File: config.mk
export PLATFORM = sky130hd
export DESIGN_NAME = mem_port_arbiter
export DESIGN_NICKNAME = d
export VERILOG_FILES = /design/src/rtl/mem_port_arbiter_pkg.sv /design/src/rtl/mem_port_arbiter_sat_counter.sv /design/src/rtl/mem_port_arbiter.sv
export SDC_FILE = /design/constraint.sdc
export NUM_CORES = 1
export LEC_CHECK = 0
export BUFFER_PORTS_ARGS = -buffer_cell sky130_fd_sc_hd__buf_2
export CORE_AREA = 2 2 323 325
export DETAILED_ROUTE_END_ITERATION = 8
export DIE_AREA = 0 0 325 327
export HOLD_SLACK_MARGIN = 0.08
export SYNTH_ARGS = -nofsm -noshare
export SYNTH_HDL_FRONTEND = slang
export SYNTH_SLANG_ARGS = --single-unit
File: constraint.sdc
create_clock -name clk -period 2.5 [get_ports clk]
set_clock_uncertainty 0.2 [all_clocks]
set_input_delay 0.375 -clock clk [delete_from_list [all_inputs] [get_ports clk]]
set_output_delay 0.375 -clock clk [all_outputs]
set_load 0.005 [all_outputs]
File: src/rtl/mem_port_arbiter_pkg.sv
// Shared encodings for the instruction/data cache memory-port arbiter.
package mem_port_arbiter_pkg;

  localparam logic [1:0] IDLE  = 2'b00;
  localparam logic [1:0] I_GNT = 2'b01;
  localparam logic [1:0] D_GNT = 2'b10;

  localparam logic REQ_I = 1'b0;
  localparam logic REQ_D = 1'b1;

  typedef enum logic [1:0] {
    ST_IDLE  = IDLE,
    ST_I_GNT = I_GNT,
    ST_D_GNT = D_GNT
  } arb_state_e;

endpackage

File: src/rtl/mem_port_arbiter_sat_counter.sv
// Saturating up-counter with synchronous active-low clear; holds at all-ones.
module sat_counter #(
  parameter int CNT_W = 32
) (
  input  logic             clk,
  input  logic             clear_n,
  input  logic             inc,
  output logic [CNT_W-1:0] count
);

  localparam logic [CNT_W-1:0] CNT_ONE = {{(CNT_W-1){1'b0}}, 1'b1};
  localparam logic [CNT_W-1:0] CNT_MAX = {CNT_W{1'b1}};

  always_ff @(posedge clk) begin
    if (!clear_n) begin
      count <= '0;
    end else if (inc && (count != CNT_MAX)) begin
      count <= count + CNT_ONE;
    end
  end

endmodule

File: src/rtl/mem_port_arbiter.sv
// Round-robin arbiter sharing one line-wide memory port between the icache
// and the dcache; the granted cache's request is muxed onto the memory bus.
module mem_port_arbiter
  import mem_port_arbiter_pkg::*;
#(
  parameter int ADDR_W  = 28,
  parameter int LINE_W  = 128,
  parameter int D_FIRST = 1,
  parameter int CNT_W   = 32
) (
  input  logic              clk,
  input  logic              proc_reset_n,
  input  logic              i_mem_read,
  input  logic [ADDR_W-1:0] i_mem_addr,
  output logic [LINE_W-1:0] i_mem_rdata,
  output logic              i_mem_ready,
  input  logic              d_mem_read,
  input  logic              d_mem_write,
  input  logic [ADDR_W-1:0] d_mem_addr,
  input  logic [LINE_W-1:0] d_mem_wdata,
  output logic [LINE_W-1:0] d_mem_rdata,
  output logic              d_mem_ready,
  output logic              mem_read,
  output logic              mem_write,
  output logic [ADDR_W-1:0] mem_addr,
  output logic [LINE_W-1:0] mem_wdata,
  input  logic [LINE_W-1:0] mem_rdata,
  input  logic              mem_ready,
  output logic [CNT_W-1:0]  cnt_i_grant,
  output logic [CNT_W-1:0]  cnt_d_grant,
  output logic [CNT_W-1:0]  cnt_conflict,
  output logic [1:0]        dbg_state
);

  // Handshake: a cache holds its request level-high until it sees a one-cycle
  // *_ready pulse; dropping the request earlier abandons the transfer.
  arb_state_e state;
  logic       rr_last;
  logic       i_req;
  logic       d_req;
  logic       grant_i;
  logic       grant_d;
  logic       conflict;

  assign i_req     = i_mem_read;
  assign d_req     = d_mem_read | d_mem_write;
  assign dbg_state = state;

  // On a tie the cache that did not win last time takes the port.
  always_comb begin
    grant_i = 1'b0;
    grant_d = 1'b0;
    if (state == ST_IDLE) begin
      if (i_req && d_req) begin
        grant_d = (rr_last == REQ_I);
        grant_i = (rr_last == REQ_D);
      end else begin
        grant_i = i_req;
        grant_d = d_req;
      end
    end
  end

  always_ff @(posedge clk) begin
    if (!proc_reset_n) begin
      state   <= ST_IDLE;
      rr_last <= (D_FIRST != 0) ? REQ_I : REQ_D;
    end else begin
      case (state)
        ST_IDLE: begin
          if (grant_i) begin
            state   <= ST_I_GNT;
            rr_last <= REQ_I;
          end else if (grant_d) begin
            state   <= ST_D_GNT;
            rr_last <= REQ_D;
          end
        end
        ST_I_GNT: if (mem_ready || !i_req) state <= ST_IDLE;
        ST_D_GNT: if (mem_ready || !d_req) state <= ST_IDLE;
        default:  state <= ST_IDLE;
      endcase
    end
  end

  // A ready arriving while reset is asserted is swallowed.
  always_comb begin
    mem_read    = 1'b0;
    mem_write   = 1'b0;
    mem_addr    = '0;
    mem_wdata   = '0;
    i_mem_ready = 1'b0;
    d_mem_ready = 1'b0;
    case (state)
      ST_I_GNT: begin
        mem_read    = i_mem_read;
        mem_addr    = i_mem_addr;
        i_mem_ready = mem_ready & proc_reset_n;
      end
      ST_D_GNT: begin
        mem_read    = d_mem_read;
        mem_write   = d_mem_write;
        mem_addr    = d_mem_addr;
        mem_wdata   = d_mem_wdata;
        d_mem_ready = mem_ready & proc_reset_n;
      end
      default: ;
    endcase
  end

  assign i_mem_rdata = mem_rdata;
  assign d_mem_rdata = mem_rdata;
  assign conflict    = ((state == ST_I_GNT) && d_req) || ((state == ST_D_GNT) && i_req);

  sat_counter #(.CNT_W(CNT_W)) u_cnt_i (
    .clk(clk), .clear_n(proc_reset_n), .inc(grant_i), .count(cnt_i_grant)
  );
  sat_counter #(.CNT_W(CNT_W)) u_cnt_d (
    .clk(clk), .clear_n(proc_reset_n), .inc(grant_d), .count(cnt_d_grant)
  );
  sat_counter #(.CNT_W(CNT_W)) u_cnt_c (
    .clk(clk), .clear_n(proc_reset_n), .inc(conflict), .count(cnt_conflict)
  );

endmodule

---- Yosys cells after proc, flatten, opt, wreduce, memory -nomap -nowiden ----
Index checks and enable logic that the tools add are counted.
cells by class
  add/sub/neg operators ................... 3
  multipliers ............................. 0
  divide/modulo/power cells ............... 0
  order comparisons ....................... 0
  eq/ne operators ......................... 8
  shift-type cells ........................ 0
  mux-type cells .......................... 17
  bitwise gates (word level) .............. 3
  reduce and logical (&&, ||, !) cells .... 15
operators with widths
  cell                                                                     count
  128-bit 2-to-1 mux                                                       1
  32-bit by 1-bit adder with 32-bit output, second input constant          3
  32-bit inequality test, second input constant                            3
  28-bit one-hot mux with 2 select lines                                   1
  1-bit 2-to-1 mux                                                         9
  2-bit 2-to-1 mux                                                         4
  1-bit logical AND                                                        6
  2-bit one-hot mux with 3 select lines                                    1
  2-bit inequality test, second input constant                             2
  1-bit logical OR                                                         3
  3-bit by 1-bit inequality test with 1-bit output, second input constant  1
  3-bit AND reduction                                                      1
  2-bit by 1-bit == test with 1-bit output, second input constant          1
  2-bit == test, second input constant                                     1
  1-bit zero test                                                          2
  2-bit zero test                                                          1
  1-bit one-hot mux with 2 select lines                                    1
  2-bit AND reduction                                                      1
  2-bit nonzero test                                                       1
  1-bit bitwise AND                                                        1
  1-bit NOT                                                                1
  1-bit OR                                                                 1
word-level totals
  flip-flop bits (word level) ............. 99
  latch bits .............................. 0
  RAM bits ................................ 0
  bits in read-only memories .............. 0
  input port bits ......................... 318
  output and inout bits ................... 514
  memories ................................ 0

---- Logic depth before layout (Yosys ltp) ----
  word-level depth ........................ 7
  gate-level depth with buffers ........... 10

---- Cells and area by module ----
Synthesis repeated with hierarchy kept, for this count alone.
unflattened totals
  cells, all modules ...................... 1100
  area total of the unflattened synthesis .. 8632.0 um^2
by module, submodules not included
  module            times used  cells an instance  area an instance (um^2)  sequential area each (um^2)
  sat_counter       3           200                1704.1                   640.6
  mem_port_arbiter  1           500                3519.6                   60.1

---- Worst setup path after synthesis ----
No wires, ideal clock.
  kind .................................... register -> register
  start point ............................. reg u_cnt_i.count[8]
  end point ............................... reg u_cnt_i.count[28]
  setup time .............................. 70 ps
  data arrival time ....................... 2161 ps
  setup slack ............................. 69 ps
  stages on the path, launching flop included .. 7
  buffers on the path ..................... 1
  period minus slack after synthesis ...... 2431 ps
  path through ............................ dfxtp_1 -> nand4_4 -> or4_4 -> or3_1 -> buf_2 -> or4_1 -> a21oi_1
on the way
  word-level cells in the longest chain between the ends .. 2
RTL lines
  item                                                                                              line                                source
  start, declared                                                                                   mem_port_arbiter_sat_counter.sv:8   output logic [CNT_W-1:0] count
  start signal, assigned                                                                            mem_port_arbiter_sat_counter.sv:18  count <= count + CNT_ONE;
  parallel branches: the longest is 2 deep, another holds 32-bit by 1-bit adder with 32-bit output  --
Parallel ways; which one is timed is not known.
A chain may end at the register's enable or synchronous reset.

---- Worst setup path after layout ----
  start point ............................. reg state[0], in the netlist dbg_state[0]
  end point ............................... out mem_wdata[55]
on the way
  word-level cells in the longest chain between the ends .. 2
RTL lines
  item                    line                    source
  start, declared         mem_port_arbiter.sv:37  arb_state_e state;
  start signal, assigned  mem_port_arbiter.sv:66  state <= ST_IDLE;
  start signal, assigned  mem_port_arbiter.sv:72  state <= ST_I_GNT;
  start signal, assigned  mem_port_arbiter.sv:75  state <= ST_D_GNT;
  2-bit == test           mem_port_arbiter.sv:94  case (state)
  128-bit 2-to-1 mux      mem_port_arbiter.sv:94
  end, declared           mem_port_arbiter.sv:26  output logic [LINE_W-1:0] mem_wdata,
No other way between the ends.

==> impl_results.md <==
- Result of the run: complete, no violations
- Fraction of the mapped netlist area in simple logic gates: between 30% and 40%
- Count of fill cells added during filler insertion: ~12000
- Commonest non-fill, non-tap cell in the layout: sky130_fd_sc_hd__buf_2
- HPWL reported at the end of detailed placement: between 70000 and 80000 um
- Total global routing overflow: 0
- Routed WL: approximately 80000 um
- Accumulated negative setup slack: 0 ns
- Endpoint arrival time on the critical path: about 1.9 ns
- Worst reg2reg path depth: 6
- Number of routed nets with antenna violations: 0
- First-pass GRT wire length: ~97000 um
- Final net count: between 1500 and 2000
- Clock-pin slew of the registers on the worst-case setup and hold paths: about 0.08 ns
- Inst Count DP: between 2000 and 3000
- Layout cells sized above 1: a little over two fifths
- P_leak: 4.809 nW
- Synth unique cells: 53
- Post-Synthesis Mean Instance Area: between 7 and 8 sq um
- Async SR Flop Fraction: 0%
- Highest clock frequency the design can meet: approximately 0.4 GHz
- EDFF count, synth: 0
- Dominant combinational cell family by area after synthesis: simple AND/OR/NAND/NOR gates
- Worst-skew pair later-pin latency: ~0.38 ns
- Top Ports: ~830
- TritonCTS clock tree: done
- Final worst path period need: 2.461 ns
- Last weighted congestion value of the routability-driven placer: between 0.9 and 1
- Internal portion of total power: roughly 0.0034 W
- Portion of total power attributed to combinational logic: a little under half
- Final Cycle Share: between 90% and 100%
- Number of antenna violations at the first check in global routing: 80
- Die width: 325 um
- Cell depth of the worst setup path: 8
- Total routing resource utilization after global routing: between 10% and 20%
- Via count of the first global-routing pass: 8874
- Share of power burned in the clock network: between 20 and 30%
- Transition time at the pin with the least slew margin: 0.6157 ns
- Residual DRC count: 0
- Post-synthesis sequential area ratio: a little under a quarter
- Number of instances in the synthesized netlist: around 1100
- Synthesized flop and latch total: a little under 100
- Number of cell rows: between 100 and 150
- Worst slack at placement: roughly 0.051 ns
- Routed via count divided by cell count: around 3.4
- Sequential share of power: 28.7%
- Max-Slew Margin vs Limit: between 50% and 60%
- Die ar.: 0.1063 sq mm
- Clock net sink count: just under 100
- Crit path cell chain: inv_2 -> buf_6 -> ha_4 -> buf_4 -> buf_12 -> buf_16 -> and2_1 -> buf_2
- Synth-to-Final Area Change: 39.77%
- Power per standard cell area: approximately 480 mW/mm^2
- Post-synth net total: 1432
- Slowest Stage Delay on Critical Path: 0.33 ns
- Synthesized cell area: around 0.0084 sq mm
- Crit path max fanout: 31
- Critical path type: reg2out
- Clock buffer depth: 2
- Average wire per standard cell: 29.00 um
- Number of design-rule violations left by the first detailed-router iteration: roughly 490
- Maximum number of pins on one net before global-route repair: 46
- Max-capacitance violation count: 0
- CTS Buf Count: 9
- Final worst slack: about 0.04 ns
- Hold path depth: 3
- Count of final setup violators: 0
- Final-report max-slew violation count: 0
- Kind of start point of the critical path: flop
- Number of port buffers: roughly 450
- Portion of netlist area occupied by mux cells: under 10%
- Switching power as a share of total power: around two fifths
- Kind of end point of the critical path: primary output
- Count of buffering cells on the critical path with inverters included: 6
- Synth Warn #: 0
- Die Y: ~330 um
- Unrepaired setup endpoints after global routing: true
- Compound-gate portion of the synthesized area: 14.50%
- Number of detailed-route iterations in the first pass: 5
- Tightest Hold Check Type: in2reg
- Required arrival time at the worst endpoint: around 1.9 ns
- Commonest non-fill, non-tap cells in the layout: 420 x sky130_fd_sc_hd__buf_2, 129 x sky130_fd_sc_hd__and2_1, 105 x sky130_fd_sc_hd__buf_4
- Post-synthesis share of cell area spent on full adders, half adders and majority gates: less than 1%
- Buffer type at the clock tree root: sky130_fd_sc_hd__clkbuf_16
- Worst path top cell family by delay: buffers and inverters
- Initial Utilization: approximately 8%
- Critical Path Slowest Stage Cell: sky130_fd_sc_hd__dfxtp_2
- Predominant post-synthesis flop cell: sky130_fd_sc_hd__dfxtp_1
- Final Instance Count excl. Fillers: between 2000 and 3000
- Final count of hold timing violations: 0
- CTS H-Tree Depth: 3
- Worst VDD drop: 450.6 uV
- Number of vias after detailed routing: approximately 9400
- Core region area: 0.1029 sq mm
- Net switching power of the design: 0.002286 W
- Parity-gate share of the synthesized area counting xor and xnor cells: 1.769%
what timing repair did:
item	4_1_cts	5_1_grt
setup endpoints to repair	46	77
buffers inserted	2	4
pin swaps	1	2
cloned	1	5
hold buffers	0	0
resized for setup	19	45
cells in the mapped netlist, types with 2 or more instances:
cell type | count | area [sq um]
sky130_fd_sc_hd__o31ai_1 | 27 | 202.7
sky130_fd_sc_hd__a22oi_1 | 28 | 210.2
sky130_fd_sc_hd__o31ai_2 | 2 | 25.02
sky130_fd_sc_hd__or4_2 | 2 | 17.52
sky130_fd_sc_hd__xor2_1 | 14 | 122.6
sky130_fd_sc_hd__a21oi_1 | 59 | 295.3
sky130_fd_sc_hd__o21a_1 | 3 | 22.52
sky130_fd_sc_hd__nor3_1 | 10 | 50.05
sky130_fd_sc_hd__or2_2 | 2 | 12.51
sky130_fd_sc_hd__dfxtp_1 | 99 | 1982
sky130_fd_sc_hd__and2_1 | 134 | 838.3
sky130_fd_sc_hd__o21ai_0 | 35 | 175.2
sky130_fd_sc_hd__or3_1 | 38 | 237.7
sky130_fd_sc_hd__or4_1 | 28 | 210.2
sky130_fd_sc_hd__and4_1 | 12 | 105.1
sky130_fd_sc_hd__o31a_1 | 2 | 17.52
sky130_fd_sc_hd__nand4_1 | 26 | 162.7
sky130_fd_sc_hd__and3_1 | 15 | 93.84
sky130_fd_sc_hd__buf_4 | 256 | 1922
sky130_fd_sc_hd__nor4_1 | 14 | 87.58
sky130_fd_sc_hd__nand3_1 | 43 | 215.2
sky130_fd_sc_hd__o21bai_1 | 2 | 15.01
sky130_fd_sc_hd__xnor2_1 | 3 | 26.28
sky130_fd_sc_hd__nand2b_1 | 8 | 50.05
sky130_fd_sc_hd__buf_2 | 6 | 30.03
sky130_fd_sc_hd__nor2b_1 | 28 | 175.2
sky130_fd_sc_hd__ha_1 | 6 | 75.07
sky130_fd_sc_hd__clkbuf_1 | 46 | 172.7
sky130_fd_sc_hd__o311ai_0 | 2 | 17.52
sky130_fd_sc_hd__o211ai_1 | 11 | 82.58
sky130_fd_sc_hd__nor4b_1 | 2 | 17.52
sky130_fd_sc_hd__inv_1 | 16 | 60.06
sky130_fd_sc_hd__a211oi_1 | 3 | 22.52
sky130_fd_sc_hd__nand2_1 | 63 | 236.5
sky130_fd_sc_hd__o2111ai_1 | 4 | 35.03
sky130_fd_sc_hd__mux2i_1 | 11 | 110.1
sky130_fd_sc_hd__nor2_1 | 32 | 120.1
power groups by stage:
stage / Combinational [W] / Sequential (W) / Clock, W
finish: 0.00260 / 0.00163 / 0.00146
floorplan: 0.00110 / 0.00168 / 0
global placement: 0.00222 / 0.00167 / 0
detailed placement: 0.00223 / 0.00167 / 0
global route: 0.00280 / 0.00164 / 0.00155
CTS: 0.00237 / 0.00163 / 0.00150
routing by layer:
metal	share of wire, %	vias up	track usage, %	routed length, um
met1	34	4307	14.17	27620
li1	-	4162	-	-
met2	42	773	21.00	33580
met3	20	152	12.43	15650
met5	0.29	-	0	230
met4	3.9	36	5.294	3137
worst register-to-register path, cell delays in order, from the launching register on:
cell and delay, ns:
sky130_fd_sc_hd__dfxtp_1 0.35, sky130_fd_sc_hd__ha_1 0.22, sky130_fd_sc_hd__and4_1 0.35, sky130_fd_sc_hd__nand4_1 0.33, sky130_fd_sc_hd__or3_1 0.43, sky130_fd_sc_hd__or3_1 0.32
sky130_fd_sc_hd__a21oi_1 0.16
final cells by class:
class	instances	area [sq um]	area share, %
Multi-Input combinational cell	684	4317	36.70
Timing Repair Buffer	552	3329	28.31
Sequential cell	99	1984	16.87
Tap cell	1380	1727	14.68
Clock buffer	10	239.0	2.032
Inverter	17	63.81	0.5425
Clock inverter	6	57.56	0.4893
Antenna cell	18	45.04	0.3829
state kept, by name, indices dropped and copies added (netlist names):
register and flops:
dbg_state 2, u_cnt_c.count 32, rr_last 1, u_cnt_d.count 32, u_cnt_i.count 32
cells by family after synthesis:
group	Yosys count
and+or+nand+nor	462
buffers and inverters	325
AOI/OAI and AO/OA	188
DFF	99
xor gates and xnor gates	17
muxes	11
adders and majority gates	6
final timing paths:
path	startpoint	to	slack, ns
worst max-delay path	dbg_state[0]$_SDFFE_PN0P_	mem_wdata[55]	0.04
worst min register to register	u_cnt_i.count[13]$_SDFFE_PN0P_	u_cnt_i.count[13]$_SDFFE_PN0P_	0.29
worst max register to register	u_cnt_i.count[0]$_SDFFE_PN0P_	u_cnt_i.count[10]$_SDFFE_PN0P_	0.08
worst min-delay path	i_mem_read	rr_last$_SDFFE_PN0P_	0.18
stage by stage:
step | power, W | util (%) | area, sq um | hold WS (ns)
after floorplan | 0.002773 | - | 8416 | 0.2632
after detailed placement | 0.003894 | 10.71 | 11020 | 0.2835
after global routing | 0.005995 | 11.41 | 11740 | 0.1871
final | 0.005685 | 11.43 | 11760 | 0.1805
after CTS | 0.005505 | 11.12 | 11440 | 0.1566
after global placement | 0.003888 | 10.71 | 11020 | 0.2716
Note: power is estimated with default switching activity, not from simulation.
